<file path="src/rtl/mem_arb_pkg.sv">
// Shared types for the two-port stack-machine memory arbiter.
// Optional round-robin arbitration is selected with MEM_ARB_RR_EN.
package mem_arb_pkg;

    localparam int ADDR_W = 8;
    localparam int DATA_W = 8;

    typedef enum logic [1:0] {
        IDLE   = 2'd0,
        ACCESS = 2'd1,
        WAIT   = 2'd2,
        RESP   = 2'd3
    } arb_state_t;

    typedef logic port_id_t;
    localparam port_id_t PORT_FETCH = 1'b0;
    localparam port_id_t PORT_DATA  = 1'b1;

    typedef struct packed {
        logic              we;
        logic [ADDR_W-1:0] addr;
        logic [DATA_W-1:0] wdata;
    } mem_req_t;

endpackage

</file>
<file path="src/rtl/mem_arb_grant.sv">
// Combinational grant for the fetch (bit 0) and data (bit 1) ports, one-hot.
// MEM_ARB_RR_EN: ties go to the port not granted last; otherwise data always wins.
module mem_arb_grant
    import mem_arb_pkg::*;
(
    input  logic       i_p0_valid,
    input  logic       i_p1_valid,
`ifdef MEM_ARB_RR_EN
    input  port_id_t   i_last,
`endif
    output logic [1:0] o_grant
);

    // Pick at most one requester.
    always_comb begin
        o_grant = 2'b00;
        if (i_p0_valid && i_p1_valid) begin
`ifdef MEM_ARB_RR_EN
            o_grant = (i_last == PORT_FETCH) ? 2'b10 : 2'b01;
`else
            o_grant = 2'b10;
`endif
        end else if (i_p1_valid) begin
            o_grant = 2'b10;
        end else if (i_p0_valid) begin
            o_grant = 2'b01;
        end else begin
            o_grant = 2'b00;
        end
    end

endmodule

</file>
<file path="src/rtl/mem_arbiter.sv">
// Non-pipelined arbiter sharing one memory port between instruction fetch and data access.
// Define MEM_ARB_RR_EN for round-robin tie breaking instead of fixed data-port priority.
module mem_arbiter
    import mem_arb_pkg::*;
#(
    parameter int ADDR_W     = mem_arb_pkg::ADDR_W,
    parameter int DATA_W     = mem_arb_pkg::DATA_W,
    parameter int RD_LATENCY = 1
) (
    input  logic              clk,
    input  logic              rst,
    input  logic              p0_req_valid,
    input  logic [ADDR_W-1:0] p0_req_addr,
    output logic              p0_req_ready,
    output logic              p0_rsp_valid,
    output logic [DATA_W-1:0] p0_rsp_rdata,
    input  logic              p1_req_valid,
    input  logic              p1_req_we,
    input  logic [ADDR_W-1:0] p1_req_addr,
    input  logic [DATA_W-1:0] p1_req_wdata,
    output logic              p1_req_ready,
    output logic              p1_rsp_valid,
    output logic [DATA_W-1:0] p1_rsp_rdata,
    output logic [ADDR_W-1:0] mem_addr,
    output logic              mem_we,
    output logic [DATA_W-1:0] mem_wdata,
    input  logic [DATA_W-1:0] mem_rdata
);

    localparam logic [1:0] LAT_M1 = (RD_LATENCY > 0) ? 2'(RD_LATENCY - 1) : 2'd0;

    arb_state_t        r_state;
    port_id_t          r_port;
    mem_req_t          r_req;
    logic              r_mem_we;
    logic [1:0]        r_cnt;
    logic              r_p0_rsp_valid;
    logic              r_p1_rsp_valid;
    logic [DATA_W-1:0] r_p0_rdata;
    logic [DATA_W-1:0] r_p1_rdata;
`ifdef MEM_ARB_RR_EN
    port_id_t          r_last;
`endif

    logic [1:0]        w_grant;
    logic              w_accept;
    logic              w_resp_go;
    logic [DATA_W-1:0] w_resp_data;

    mem_arb_grant u_grant (
        .i_p0_valid (p0_req_valid),
        .i_p1_valid (p1_req_valid),
`ifdef MEM_ARB_RR_EN
        .i_last     (r_last),
`endif
        .o_grant    (w_grant)
    );

    // Ready is suppressed while reset is asserted so no requester sees a phantom accept.
    assign w_accept     = (r_state == IDLE) && !rst;
    assign p0_req_ready = w_accept && w_grant[0];
    assign p1_req_ready = w_accept && w_grant[1];

    assign mem_addr     = r_req.addr;
    assign mem_wdata    = r_req.wdata;
    assign mem_we       = r_mem_we;
    assign p0_rsp_valid = r_p0_rsp_valid;
    assign p1_rsp_valid = r_p1_rsp_valid;
    assign p0_rsp_rdata = r_p0_rdata;
    assign p1_rsp_rdata = r_p1_rdata;

    // Decide when the transaction completes and which data it returns.
    always_comb begin
        w_resp_go   = 1'b0;
        w_resp_data = '0;
        if (r_state == ACCESS && (r_req.we || RD_LATENCY == 0)) begin
            w_resp_go   = 1'b1;
            w_resp_data = r_req.we ? '0 : mem_rdata;
        end else if (r_state == WAIT && r_cnt == 2'd0) begin
            w_resp_go   = 1'b1;
            w_resp_data = mem_rdata;
        end else begin
            w_resp_go   = 1'b0;
            w_resp_data = '0;
        end
    end

    // Transaction FSM with registered memory-side and response outputs.
    always_ff @(posedge clk) begin
        if (rst) begin
            r_state        <= IDLE;
            r_port         <= PORT_FETCH;
            r_req          <= '0;
            r_mem_we       <= 1'b0;
            r_cnt          <= 2'd0;
            r_p0_rsp_valid <= 1'b0;
            r_p1_rsp_valid <= 1'b0;
            r_p0_rdata     <= '0;
            r_p1_rdata     <= '0;
`ifdef MEM_ARB_RR_EN
            r_last         <= PORT_FETCH;
`endif
        end else begin
            r_mem_we       <= 1'b0;
            r_p0_rsp_valid <= 1'b0;
            r_p1_rsp_valid <= 1'b0;
            if (w_resp_go) begin
                if (r_port == PORT_DATA) begin
                    r_p1_rsp_valid <= 1'b1;
                    r_p1_rdata     <= w_resp_data;
                end else begin
                    r_p0_rsp_valid <= 1'b1;
                    r_p0_rdata     <= w_resp_data;
                end
            end
            case (r_state)
                IDLE: begin
                    if (w_grant != 2'b00) begin
                        r_port     <= w_grant[1] ? PORT_DATA : PORT_FETCH;
                        r_req.addr <= w_grant[1] ? p1_req_addr : p0_req_addr;
                        r_req.we   <= w_grant[1] && p1_req_we;
                        r_mem_we   <= w_grant[1] && p1_req_we;
                        // Fetches carry no write data, so the last written value stays on the pins.
                        if (w_grant[1]) begin
                            r_req.wdata <= p1_req_wdata;
                        end
`ifdef MEM_ARB_RR_EN
                        r_last     <= w_grant[1] ? PORT_DATA : PORT_FETCH;
`endif
                        r_state    <= ACCESS;
                    end
                end
                ACCESS: begin
                    if (w_resp_go) begin
                        r_state <= RESP;
                    end else begin
                        r_cnt   <= LAT_M1;
                        r_state <= WAIT;
                    end
                end
                WAIT: begin
                    if (w_resp_go) begin
                        r_state <= RESP;
                    end else begin
                        r_cnt <= r_cnt - 2'd1;
                    end
                end
                RESP:    r_state <= IDLE;
                default: r_state <= IDLE;
            endcase
        end
    end

endmodule

</file>
<file path="config.mk">
export PLATFORM = sky130hd
export DESIGN_NAME = mem_arbiter
export DESIGN_NICKNAME = d
export VERILOG_FILES = /design/src/rtl/mem_arb_pkg.sv /design/src/rtl/mem_arb_grant.sv /design/src/rtl/mem_arbiter.sv
export SDC_FILE = /design/constraint.sdc
export NUM_CORES = 1
export LEC_CHECK = 0
export ABC_AREA = 1
export BUFFER_PORTS_ARGS = -buffer_cell sky130_fd_sc_hd__buf_4
export CAP_MARGIN = 5
export CORE_MARGIN = 2
export CORE_UTILIZATION = 45
export DETAILED_ROUTE_END_ITERATION = 12
export GPL_ROUTABILITY_DRIVEN = 0
export PLACE_DENSITY_LB_ADDON = 0.05
export REMOVE_ABC_BUFFERS = 1
export SYNTH_ARGS = -nofsm -noshare
export SYNTH_HDL_FRONTEND = slang
export SYNTH_HIERARCHICAL = 1
export SYNTH_SLANG_ARGS = --single-unit
</file>
<file path="constraint.sdc">
create_clock -name clk -period 2.7 [get_ports clk]
set_clock_uncertainty 0.05 [all_clocks]
set_input_delay 0.27 -clock clk [delete_from_list [all_inputs] [get_ports clk]]
set_output_delay 0.27 -clock clk [all_outputs]
set_load 0.01 [all_outputs]
</file>
=== After elaboration in Yosys (flattened, before gate mapping) ===
Cells that the tools add are included.
Widths: inputs -> output; s select.

* Register bits: 41
* Bits in latches: 0
* Memory bits (writable): 0
* ROM bits: 0
* Output and inout bits: 37
* Logic and storage cells: 62
* Memories kept: 0

* $add $sub $neg: 1
* Multipliers: 0
* Divide/modulo/power cells: 0
* $lt $le $gt $ge: 0
* Equal/unequal tests: 7
* Shift-type cells: 0
* Multiplexer cells: 19
* Bitwise logic cells: 4
* Reductions and logical operators: 20

{| class="wikitable"
|+ Operators with widths
! operator !! count
|-
| $mux 8 || 4
|-
| $mux 2 || 6
|-
| $pmux 2 s4 || 1
|-
| $reduce_and 2->1 || 4
|-
| $logic_and 1x1->1 || 7
|-
| $mux 1 || 7
|-
| $ne 2x2->1 const B || 3
|-
| $reduce_and 3->1 || 2
|-
| $eq 2x2->1 const B || 2
|-
| $logic_not 2->1 || 2
|-
| $not 1->1 || 4
|-
| $pmux 2 s2 || 1
|-
| $reduce_bool 2->1 || 2
|-
| $reduce_or 3->1 || 1
|-
| $eq 2x1->1 const B || 1
|-
| $ne 2x1->1 const B || 1
|-
| $reduce_or 2->1 || 1
|-
| $sub 2x1->2 const B || 1
|-
| $logic_not 1->1 || 1
|}

=== Logic depth before layout (Yosys ltp) ===
* Depth in word-level cells: 6
* Depth in mapped cells: 8

=== Modules after synthesis ===
The synthesis kept the hierarchy.

{| class="wikitable"
|+ By module, submodules not included
! module !! instances !! cells each !! area each (µm²) !! seq. area each (µm²)
|-
| mem_arbiter || 1 || 228 || 1801.7 || 820.8
|-
| mem_arb_grant || 1 || 3 || 11.3 || 0.0
|}

=== Worst setup path after synthesis ===
OpenSTA, ideal clock, no wires.

* Path type: reg-to-output
* Start point: reg r_state[0]
* End point: out p1_req_ready
* Arrival time: 1191 ps
* Data required time: 2380 ps
* Path slack: 1189 ps
* Stages on the path, launching flop included: 7
* Buffers on the path: 0
* Cell sequence: dfxtp_1 inv_1 ha_1 nand2_2 clkinv_1 nand2_1 inv_1

* Word-level cells in the longest chain between the ends: 3

{| class="wikitable"
|+ RTL lines
! what !! RTL line !! source
|-
| from (decl) || mem_arbiter.sv:32 || <nowiki>arb_state_t r_state;</nowiki>
|-
| from (signal assigned) || mem_arbiter.sv:91 || <nowiki>r_state <= IDLE;</nowiki>
|-
| from (signal assigned) || mem_arbiter.sv:130 || <nowiki>r_state <= ACCESS;</nowiki>
|-
| from (signal assigned) || mem_arbiter.sv:135 || <nowiki>r_state <= RESP;</nowiki>
|-
| $logic_not 2->1 || mem_arbiter.sv:60 || <nowiki>assign w_accept = (r_state == IDLE) && !rst;</nowiki>
|-
| $logic_and 1x1->1 || mem_arbiter.sv:60 ||
|-
| $logic_and 1x1->1 || mem_arbiter.sv:62 || <nowiki>assign p1_req_ready = w_accept && w_grant[1];</nowiki>
|-
| to (decl) || mem_arbiter.sv:21 || <nowiki>output logic p1_req_ready,</nowiki>
|}

No other way between the ends.

=== Final worst setup path ===
Same ends and word-level chain as after synthesis.

==> flow_summary.yaml <==
global_routing:
  use_met2_pct: 31.0
  grt_pass1_vias: 1470
  grt_pass1_wl_mm: 6.30
  grt_util_all_layers_pct: 18.3
  grt_remaining_overflow: 0
  grt_max_degree: 22
  use_met3_pct: 6.33
  antenna_found_initial: 0
  met1_usage_pct: 21.9
  busiest_layer: "met2"
cells_and_area:
  final_cell_mix: "buf_4 (74), dfxtp_1 (41), nand2_1 (35), nor2_1 (26), nand3_1 (18)"
  layout-drive-gt1-share_pct: 31.6
  num_antenna_cells: 0
  syn2layout_area_growth_pct: 31.1
  final_common_cell: "buf_4"
  nNetsFinal: 329
floorplanning:
  rows: 23
  core_area_sq_um: 3940
  die_h_um: 67.5
  num_io_pins: 74
  dieArea_sq_um: 4550
  die_x_um: 67.5
  start_util_pct: 46.0
clocking:
  clock_path_buffers: 2
  numCtsBuffers: 5
  clk_latency_ns: 0.29
  htreeDepth: 2
  cts_tree: "built"
  ctsHoldBuffers: 0
  clk_pin_slew_ns: 0.08
  cts.sinks: 41
  cts_setup_buffers: 0
  cts.repair.resized: 0
  root_buffer: "clkbuf_8"
power_and_ir_drop:
  power_leakage_nw: 1.09
  clkPwrFrac_pct: 23.5
  p_sw_share_pct: 35.4
  p_int_mw: 1.40
  power_switching_mw: 0.768
  power_density_nw_per_um2: 913
  p_total_mw: 2.17
  power.share.combinational_pct: 38.6
  peakVddDrop_uv: 534
  seq_power_share_pct: 37.9
detailed_routing:
  via_count: 1622
  drtIter0Drc: 133
  drc: 0
  wl_mm: 3.94
  ant_nets: 0
  dr.pass1.iters: 4
  via_per_inst: 4.80
  routedWlPerCell_um: 11.7
timing:
  slew_violations: 0
  worstMarginPinSlew_ns: 0.345
  setup_ws_ns: 0.561
  hold_viol_final: 0
  fin_crit_sh_pct: 79.2
  rsz0062_at_grt: "false"
  fin_crit_ns: 2.14
  setup_viol: 0
  slew_headroom_pct: 76.9
  tns_ns: 0
  timing.fmax_mhz: 467
logic_synthesis:
  synth_adder_area_share_pct: 3.45
  synth_top_family_by_area: "simple AND/OR/NAND/NOR gates"
  syn-instance-count: 231
  synth_compound_area_share_pct: 15.5
  syn_area_sq_um: 1810
  yosys.area_share.simple_pct: 23.0
  synthXorXnorAreaFrac_pct: 0
  netlist-cell-type-count: 24
  synthMuxAreaShare_pct: 0
  seq_area_frac_synth_pct: 45.3
  ys_ff_latch: 41
  avgSynthCellArea_sq_um: 7.85
  yosysWarningCount: 6
worst_setup_path:
  cp-start-kind: "flip-flop"
  r2r_slack_ns: 1.06
  cp_data_arrival_time_ns: 1.82
  ff2ff_path_depth: 7
  crit_required_ns: 2.38
  worstPathMaxFanout: 10
  path_class: "flip-flop to output pin"
  crit_path_end_kind: "output pin"
placed_design:
  hpwl_mm: 2.93
  io_buffers: 73
  place_ws_ns: 0.856
run:
  maxCapViolCount: 0
hold_path:
  hp-class: "input pin to flip-flop"
  hold_depth: 3
status:
  status: "completed"
## cell families after synthesis
logic type / Yosys count
buffers and inverters: 40
flip-flops: 41
adder cells (fa/ha/maj): 5
AO/OA/AOI/OAI: 52
AND/OR/NAND/NOR: 93
## registers in the layout, summed over array words and instances (netlist names)
name          count
mem_addr          8
mem_wdata         8
p0_rsp_rdata      8
p1_rsp_rdata      8
r_cnt             2
r_state           2
mem_we            1
p0_rsp_valid      1
p1_rsp_valid      1
r_port            1
r_req             1
## metal layers
layer	share of wire [%]	wire, um	vias to the layer above
met1	45	1770	708
met4	0.48	19	0
met2	48	1890	43
li1	-	-	869
met5	0	0	-
met3	6.6	260	2
## power by group through the flow
stage,clock network (mW),logic (mW),registers (mW)
5_1_grt,0.546,0.954,0.840
4_1_cts,0.522,0.848,0.824
6_report,0.511,0.838,0.822
3_3_place_gp,0,0.834,0.835
2_1_floorplan,0,0.478,0.877
3_5_place_dp,0,0.848,0.837
## path summary, 6_finish.rpt
| kind | startpoint | to |
|---|---|---|
| setup / recovery | r_state[0] | p1_req_ready |
| hold / removal | p1_req_we | mem_we |
| setup reg to reg | r_state[1] | r_cnt[0] |
| hold reg to reg | p0_rsp_rdata[1] | p0_rsp_rdata[1] |
## layout make-up
class                   instances  area (sq um)
fillers                       378          1570
flip-flops and latches         41           821
multi-input cells             150           759
repair buffers                 74           556
clock buffers                   6          82.6
well taps                      50          62.6
inverters                      15          57.6
clock inverters                 2          37.5
## cells in the mapped netlist
library cell   n  area (sq um)
a21oi_1       12          60.1
a21oi_2        1          8.76
a31oi_1        8          50.1
buf_2          4          20.0
buf_4         16           120
buf_6          2          22.5
clkbuf_1       2          7.51
clkbuf_2       1          5.00
clkinv_1       1          3.75
clkinv_2       1          5.00
dfxtp_1       41           821
ha_1           5          62.6
inv_1         13          48.8
nand2_1       35           131
nand2_2        5          31.3
nand2_4        2          22.5
nand3_1       18          90.1
nand4_1        7          43.8
nor2_1        26          97.6
o211ai_1       1          7.51
o21ai_0       15          75.1
o21ai_1       13          65.1
o21bai_1       1          7.51
o22ai_1        1          6.26
## worst max-delay path, stage by stage (launching register included)
cell	delay (ns)
dfxtp_1	0.38
inv_1	0.10
ha_1	0.24
nand2_2	0.17
clkinv_1	0.25
nand2_1	0.20
inv_1	0.06
buf_4	0.14
## metrics by stage
step	std cells	cell area, sq um	utilization [%]	hold WS [ns]
after floorplan	206	1640	-	0.282
after global placement	330	2260	57.2	0.403
after detailed placement	330	2260	57.2	0.405
after CTS	338	2380	60.3	0.172
after global routing	338	2380	60.3	0.183
final	338	2380	60.3	0.175
(Power assumes the default switching activity.)
